`src/rtl/instr_mem_arbiter.sv`:
```
// rtl/instr_mem_arbiter.sv - two-port arbiter (fetch/loader) onto a single-port instruction memory
module instr_mem_arbiter #(
    parameter int DEPTH      = 16,
    parameter int STARVE_MAX = 4
) (
    input  logic                                   clk,
    input  logic                                   rst_n,
    input  logic                                   f_req,
    input  logic [63:0]                            f_addr,
    output logic                                   f_gnt,
    output logic                                   f_rvalid,
    output logic [31:0]                            f_rdata,
    output logic                                   f_err,
    input  logic                                   l_req,
    input  logic                                   l_we,
    input  logic                                   l_lock,
    input  logic [63:0]                            l_addr,
    input  logic [31:0]                            l_wdata,
    output logic                                   l_gnt,
    output logic                                   l_rvalid,
    output logic [31:0]                            l_rdata,
    output logic                                   l_err,
    output logic                                   mem_en,
    output logic                                   mem_we,
    output logic [((DEPTH > 1) ? $clog2(DEPTH) : 1)-1:0] mem_idx,
    output logic [31:0]                            mem_wdata,
    input  logic [31:0]                            mem_rdata,
    output logic                                   locked
);

    localparam int IW = (DEPTH > 1) ? $clog2(DEPTH) : 1;
    localparam int SW = (STARVE_MAX > 0) ? $clog2(STARVE_MAX + 1) : 1;

    typedef enum logic {IDLE, LOCKED} state_t;

    state_t          state;
    logic [SW-1:0]   starve_cnt;
    logic            f_gnt_c, l_gnt_c;
    logic            f_ok, l_ok;
    logic            f_acc, l_acc;
    logic            f_rvalid_q, f_err_q, f_rd_q;
    logic            l_rvalid_q, l_err_q, l_rd_q;

    // Range check on the full word index so high address bits cannot alias into the array.
    assign f_ok = (f_addr[1:0] == 2'b00) && ({2'b00, f_addr[63:2]} < 64'(DEPTH));
    assign l_ok = (l_addr[1:0] == 2'b00) && ({2'b00, l_addr[63:2]} < 64'(DEPTH));

    always_comb begin
        f_gnt_c = 1'b0;
        l_gnt_c = 1'b0;
        if (rst_n) begin
            if (state == LOCKED) begin
                l_gnt_c = l_req;
            end else if (f_req && (!l_req || starve_cnt == SW'(STARVE_MAX))) begin
                f_gnt_c = 1'b1;
            end else begin
                l_gnt_c = l_req;
            end
        end
    end

    assign f_acc = f_gnt_c && f_ok;
    assign l_acc = l_gnt_c && l_ok;

    assign f_gnt     = f_gnt_c;
    assign l_gnt     = l_gnt_c;
    assign mem_en    = f_acc || l_acc;
    assign mem_we    = l_acc && l_we;
    assign mem_wdata = l_acc ? l_wdata : 32'h0;
    assign mem_idx   = l_acc ? l_addr[IW+1:2] : (f_acc ? f_addr[IW+1:2] : '0);

    // Read data comes straight from the memory in the response cycle; writes and errors return zero.
    assign f_rvalid = f_rvalid_q;
    assign f_err    = f_err_q;
    assign f_rdata  = (f_rvalid_q && f_rd_q) ? mem_rdata : 32'h0;
    assign l_rvalid = l_rvalid_q;
    assign l_err    = l_err_q;
    assign l_rdata  = (l_rvalid_q && l_rd_q) ? mem_rdata : 32'h0;
    assign locked   = (state == LOCKED);

    always_ff @(posedge clk or negedge rst_n) begin
        if (!rst_n) begin
            state      <= IDLE;
            starve_cnt <= '0;
            f_rvalid_q <= 1'b0;
            f_err_q    <= 1'b0;
            f_rd_q     <= 1'b0;
            l_rvalid_q <= 1'b0;
            l_err_q    <= 1'b0;
            l_rd_q     <= 1'b0;
        end else begin
            f_rvalid_q <= f_gnt_c;
            f_err_q    <= f_gnt_c && !f_ok;
            f_rd_q     <= f_acc;
            l_rvalid_q <= l_gnt_c;
            l_err_q    <= l_gnt_c && !l_ok;
            l_rd_q     <= l_acc && !l_we;
            case (state)
                IDLE: begin
                    if (f_req && !f_gnt_c) begin
                        if (starve_cnt != SW'(STARVE_MAX)) begin
                            starve_cnt <= starve_cnt + SW'(1);
                        end
                    end else begin
                        starve_cnt <= '0;
                    end
                    if (l_lock) begin
                        state <= LOCKED;
                    end
                end
                LOCKED: begin
                    starve_cnt <= '0;
                    if (!l_lock) begin
                        state <= IDLE;
                    end
                end
                default: begin
                    state      <= IDLE;
                    starve_cnt <= '0;
                end
            endcase
        end
    end

endmodule

```
`config.mk`:
```
export PLATFORM = sky130hd
export DESIGN_NAME = instr_mem_arbiter
export DESIGN_NICKNAME = d
export VERILOG_FILES = /design/src/rtl/instr_mem_arbiter.sv
export SDC_FILE = /design/constraint.sdc
export NUM_CORES = 1
export LEC_CHECK = 0
export BUFFER_PORTS_ARGS = -buffer_cell sky130_fd_sc_hd__clkbuf_2
export CAP_MARGIN = 20
export CORE_AREA = 2 2 120 122
export DETAILED_ROUTE_END_ITERATION = 10
export DIE_AREA = 0 0 122 124
export MAX_ROUTING_LAYER = met4
export PLACE_DENSITY_LB_ADDON = 0.2
export SLEW_MARGIN = 20
export SYNTH_ARGS = -nofsm -noshare
export SYNTH_HDL_FRONTEND = slang
export SYNTH_SLANG_ARGS = --single-unit
```
`constraint.sdc`:
```
create_clock -name clk -period 2.25 [get_ports clk]
set_input_delay 0.45 -clock clk [delete_from_list [all_inputs] [get_ports clk]]
set_output_delay 0.45 -clock clk [all_outputs]
set_load 0.05 [all_outputs]
```
# After elaboration in Yosys (flattened, before gate mapping)
# Cells that the tools add are included.
[op_classes]
add_sub_neg = 1
n_lt_le_gt_ge = 2
eq_ne = 3
bitwise_logic = 1
mux = 15
reduce_logical = 21
[op_table]
columns = ["op", "count"]
rows = [
  ["62-bit by 5-bit < comparator with 1-bit output, second input constant", 2],
  ["32-bit two-way mux", 3],
  ["1-bit logical AND", 12],
  ["4-bit two-way mux", 2],
  ["1-bit two-way mux", 7],
  ["3-bit two-way mux", 2],
  ["3-bit inequality test, second input constant", 2],
  ["3-bit one-hot mux with 2 select lines", 1],
  ["1-bit zero test", 5],
  ["2-bit zero test", 2],
  ["3-bit by 1-bit adder with 3-bit output, second input constant", 1],
  ["3-bit == test, second input constant", 1],
  ["1-bit logical OR", 2],
  ["1-bit inverter", 1],
]
[totals]
inputBits = 198
output_inout_bits = 109
word_cells = 51
regBits = 10

# Logic depth before layout (Yosys ltp)
[depth]
ltp_word = 10
depth_mapped = 7
ltp_nobuf = 7

# Worst setup path after synthesis
# OpenSTA, ideal clock, no wires.
[synth_timing]
kind = "input to output"
startpoint = "input port l_addr[22]"
endpoint = "output port mem_wdata[0]"
arrival_time_ns = 2.544
stages = 5
slack_ns = -0.744
n_path_buf = 1
path_cell_list = "nor4_1 > nand3_1 > or4_4 > buf_6 > nor3_1"
[synth_via]
elab_chain_len = 4
[synth_rtl]
columns = ["item", "line", "text"]
rows = [
  ["from (decl)", "17", "input logic [63:0] l_addr,"],
  ["62-bit by 5-bit < comparator with 1-bit output", "46", "assign l_ok = (l_addr[1:0] == 2'b00) && ({2'b00, l_addr[63:2]} < 64'(DEPTH));"],
  ["1-bit logical AND", "46", ""],
  ["1-bit logical AND", "63", "assign l_acc = l_gnt_c && l_ok;"],
  ["32-bit two-way mux", "69", "assign mem_wdata = l_acc ? l_wdata : 32'h0;"],
  ["to (decl)", "26", "output logic [31:0] mem_wdata,"],
]
# No other way between the ends.

# Worst setup path in the final report
[layout_timing]
startpoint = "input port l_addr[32]"
endpoint = "output port mem_wdata[31]"
# The elaborated chain is that of the path after synthesis.

==> flow_metrics.tcl <==
set metrics [dict create \
    skew_ns 0.00238 \
    cts_buffers 3 \
    fmax_mhz 376 \
    viasPerCell 4.19 \
    die_w_um 122 \
    slew_headroom_pct 77.8 \
    peakVddDrop_mv 0.169 \
    grt_max_degree 34 \
    cp-start-kind "input pin" \
    crit_top_cell "buf_12" \
    crit_slowest_cell "or4_4" \
    cts_root_buf "clkbuf_16" \
    tightest_slew_ns 0.330 \
    period_needed_ns 2.66 \
    synthTopCellsByArea "and3_1 (24%), nor3_2 (16%), dfrtp_1 (15%)" \
    fin_tns_setup_ns -13.26 \
    num-nets-final 753 \
    synth.avg_cell_area_um2 7.27 \
    post_synth_inst_count 234 \
    drv_slew 0 \
    portBuffers 306 \
    ctsHoldBuffers 0 \
    outcome "finished, violations left" \
    cp_num_buf_inv 4 \
    seqCellArea_um2 251 \
    final_layout_size_suffix_gt1_share_pct 71.2 \
    grt_pass1_vias 2982 \
    die_y_um 124 \
    place_inst 724 \
    io_pins 307 \
    end_kind "output port" \
    synth_top_area_share_pct 23.5 \
    drc_errors 0 \
    ys_seq_area_share_pct 14.7 \
    crit_type "input pin to output port" \
    synth_nets 434 \
    area_delta_synth_final_pct 171 \
    crit_chain "clkbuf_2 -> nor4_2 -> buf_4 -> nand4_1 -> or4_4 -> buf_12 -> nor3_4 -> buf_12" \
    setup_viol 38 \
    cts_tree "yes" \
    rsz0062_at_grt "true" \
    clock_path_buffers 2 \
    synth_cell_type_count 26 \
    hold_viol 0 \
    drt_iter0_drc 46 \
    worstSkewPairLatency_ns 0.23 \
    fin_ws_ns -0.413 \
    path_delay_family "simple AND/OR/NAND/NOR gates" \
    avgRoutedWirePerCell_um 14.2 \
    die_area_mm2 0.0151 \
    firstDrtPassIters 4 \
    grt.overflow.total 0 \
    h-tree-depth 1 \
    design_area_mm2 0.00461 \
    dp_hpwl_mm 8.89 \
    worstReg2RegEnd "l_err$_DFF_PN0_" \
    reg2regPathDepth 8 \
    crit_path_max_fanout 26 \
    failed_checks "setup timing" \
    antenna_cells 0 \
    clk_pin_slew_worst_paths_ns 0.04 \
    vias 3064 \
    ant_nets 0 \
    start_util_pct 12.4 \
    synth-seq-cells 10 \
    antenna_found_initial 0 \
    grt_use_total_pct 12.8 \
    crit_arrival_ns 2.21 \
    crit_required_ns 1.80 \
    place_congestion 0.858 \
    p_per_area_mw_per_mm2 196 \
    max_stage_delay_ns 0.57 \
    nFillCells 1415 \
    regToRegSetupSlack_ns 0.54 \
    yosysWarnings 0 \
    drv_cap 0 \
    grt_pass1_wl_mm 14.6 \
    syn-cell-area_mm2 0.00170 \
    totalWireLength_mm 10.4 \
    timing.rr.start "starve_cnt[1]$_DFFE_PN0P_" \
    period_share_pct 118 \
    core-area_mm2 0.0137 \
    instances_no_fill 732 \
    hold_class "input pin to asynchronous set/reset pin" \
    p_leak_nw 2.72 \
    placed_cell_area_mm2 0.00413 \
    num_rows 43 \
    cts.sinks 10 \
    yosys.area.top_type "and3_1" \
    multi_input_area_mm2 0.00160 \
]
## power by group
| group | leakage, nW | switching [mW] | total [mW] | internal (mW) |
|---|---|---|---|---|
| combinational | 2.54 | 0.186 | 0.365 | 0.178 |
| clock | 0.0442 | 0.0852 | 0.353 | 0.268 |
| sequential | 0.133 | 0.00189 | 0.188 | 0.186 |
## per-layer routing
| layer | part of all wire (%) | vias up | track usage [%] | wire [um] |
|---|---|---|---|---|
| li1 | - | 1486 | - | - |
| met1 | 34 | 1386 | 12.0 | 3520 |
| met2 | 58 | 190 | 28.0 | 6030 |
| met3 | 8.0 | 2 | 1.01 | 836 |
| met4 | 0.38 | 0 | 1.80 | 40 |
| met5 | 0 | - | - | 0 |
## layout make-up
type	count	share of cell area, %
repair buffers	334	50.0
inverters	37	3.09
multi-input cells	167	34.6
well taps	180	4.88
clock buffers	4	1.93
flip-flops and latches	10	5.45
## worst max path at each step
| stage | start | end | slack [ns] | cells past startpoint |
|---|---|---|---|---|
| 6_report | l_addr[32] | mem_wdata[31] | -0.41 | 8 |
| 5_1_grt | l_addr[33] | mem_wdata[31] | -0.49 | 7 |
| 4_1_cts | l_addr[32] | mem_wdata[31] | -0.42 | 8 |
| 3_5_place_dp | l_addr[33] | mem_idx[0] | -0.59 | 7 |
| 3_3_place_gp | l_addr[33] | mem_idx[1] | -0.62 | 7 |
| 2_1_floorplan | l_addr[29] | mem_wdata[10] | -0.29 | 6 |
## cells by family after synthesis
| kind of cell | synth area share [%] |
|---|---|
| multiplexers | 0.588 |
| AND/OR/NAND/NOR | 63.8 |
| adder cells (fa/ha/maj) | 1.47 |
| buffers and inverters | 14.6 |
| XOR/XNOR | 0.515 |
| AO/OA/AOI/OAI | 4.41 |
| flip-flops | 14.7 |
## registers in the layout, summed over array words and instances, names as in the netlist
signal and count:
f_rvalid 1, f_rd_q 1, l_rvalid 1, starve_cnt 3, l_err 1, locked 1
f_err 1, l_rd_q 1
## stage by stage
step | worst slack, ns | utilization [%] | hold WS [ns] | total power [mW]
global route | -0.489 | 33.6 | 0.0234 | 0.955
CTS | -0.418 | 33.4 | 0.0201 | 0.917
global placement | -0.617 | 30.1 | 0.271 | 0.531
finish | -0.413 | 33.6 | 0.0214 | 0.905
detailed placement | -0.592 | 30.1 | 0.273 | 0.537
floorplan | -0.289 | - | 0.154 | 0.302
## placed cells by master (no fill, tap or decap), drive strengths merged
cell	count
a211oi	1
a2bb2o	5
and2	6
and3	64
buf	51
clkbuf	287
clkinvlp	1
dfrtp	10
ha	2
inv	36
mux2i	1
nand2	5
nand2b	1
nand3	2
nand3b	1
nand4	6
nor2b	1
nor3	37
nor4	31
o211ai	1
o21ai	1
or4	1
xnor2	1
## worst reg2reg max path, stage by stage (launching register included)
cell        delay [ns]
dfrtp_1           0.37
inv_1             0.11
ha_4              0.16
nand2_4           0.06
o211ai_4          0.23
clkinvlp_4        0.22
buf_6             0.17
buf_4             0.13
and2_2            0.15
## synth_stat cells
master,count
a211oi_1,1
a2bb2o_1,5
and2_1,5
and2_2,1
and3_1,64
buf_2,3
buf_6,4
clkbuf_1,13
dfrtp_1,10
ha_1,2
inv_1,37
mux2i_1,1
nand2_1,5
nand2b_1,1
nand3_1,2
nand3b_1,1
nand4_1,6
nor2b_1,1
nor3_1,7
nor3_2,27
nor3_4,3
nor4_1,31
o211ai_2,1
o21ai_0,1
or4_4,1
xnor2_1,1
## timing repair
action,4_1_cts,5_1_grt
pin swaps,8,1
gates resized for setup,66,7
buffers inserted,4,1
endpoints found under the setup margin,39,39
hold endpoints to repair,0,0
Note: power is estimated with default switching activity, not from simulation.
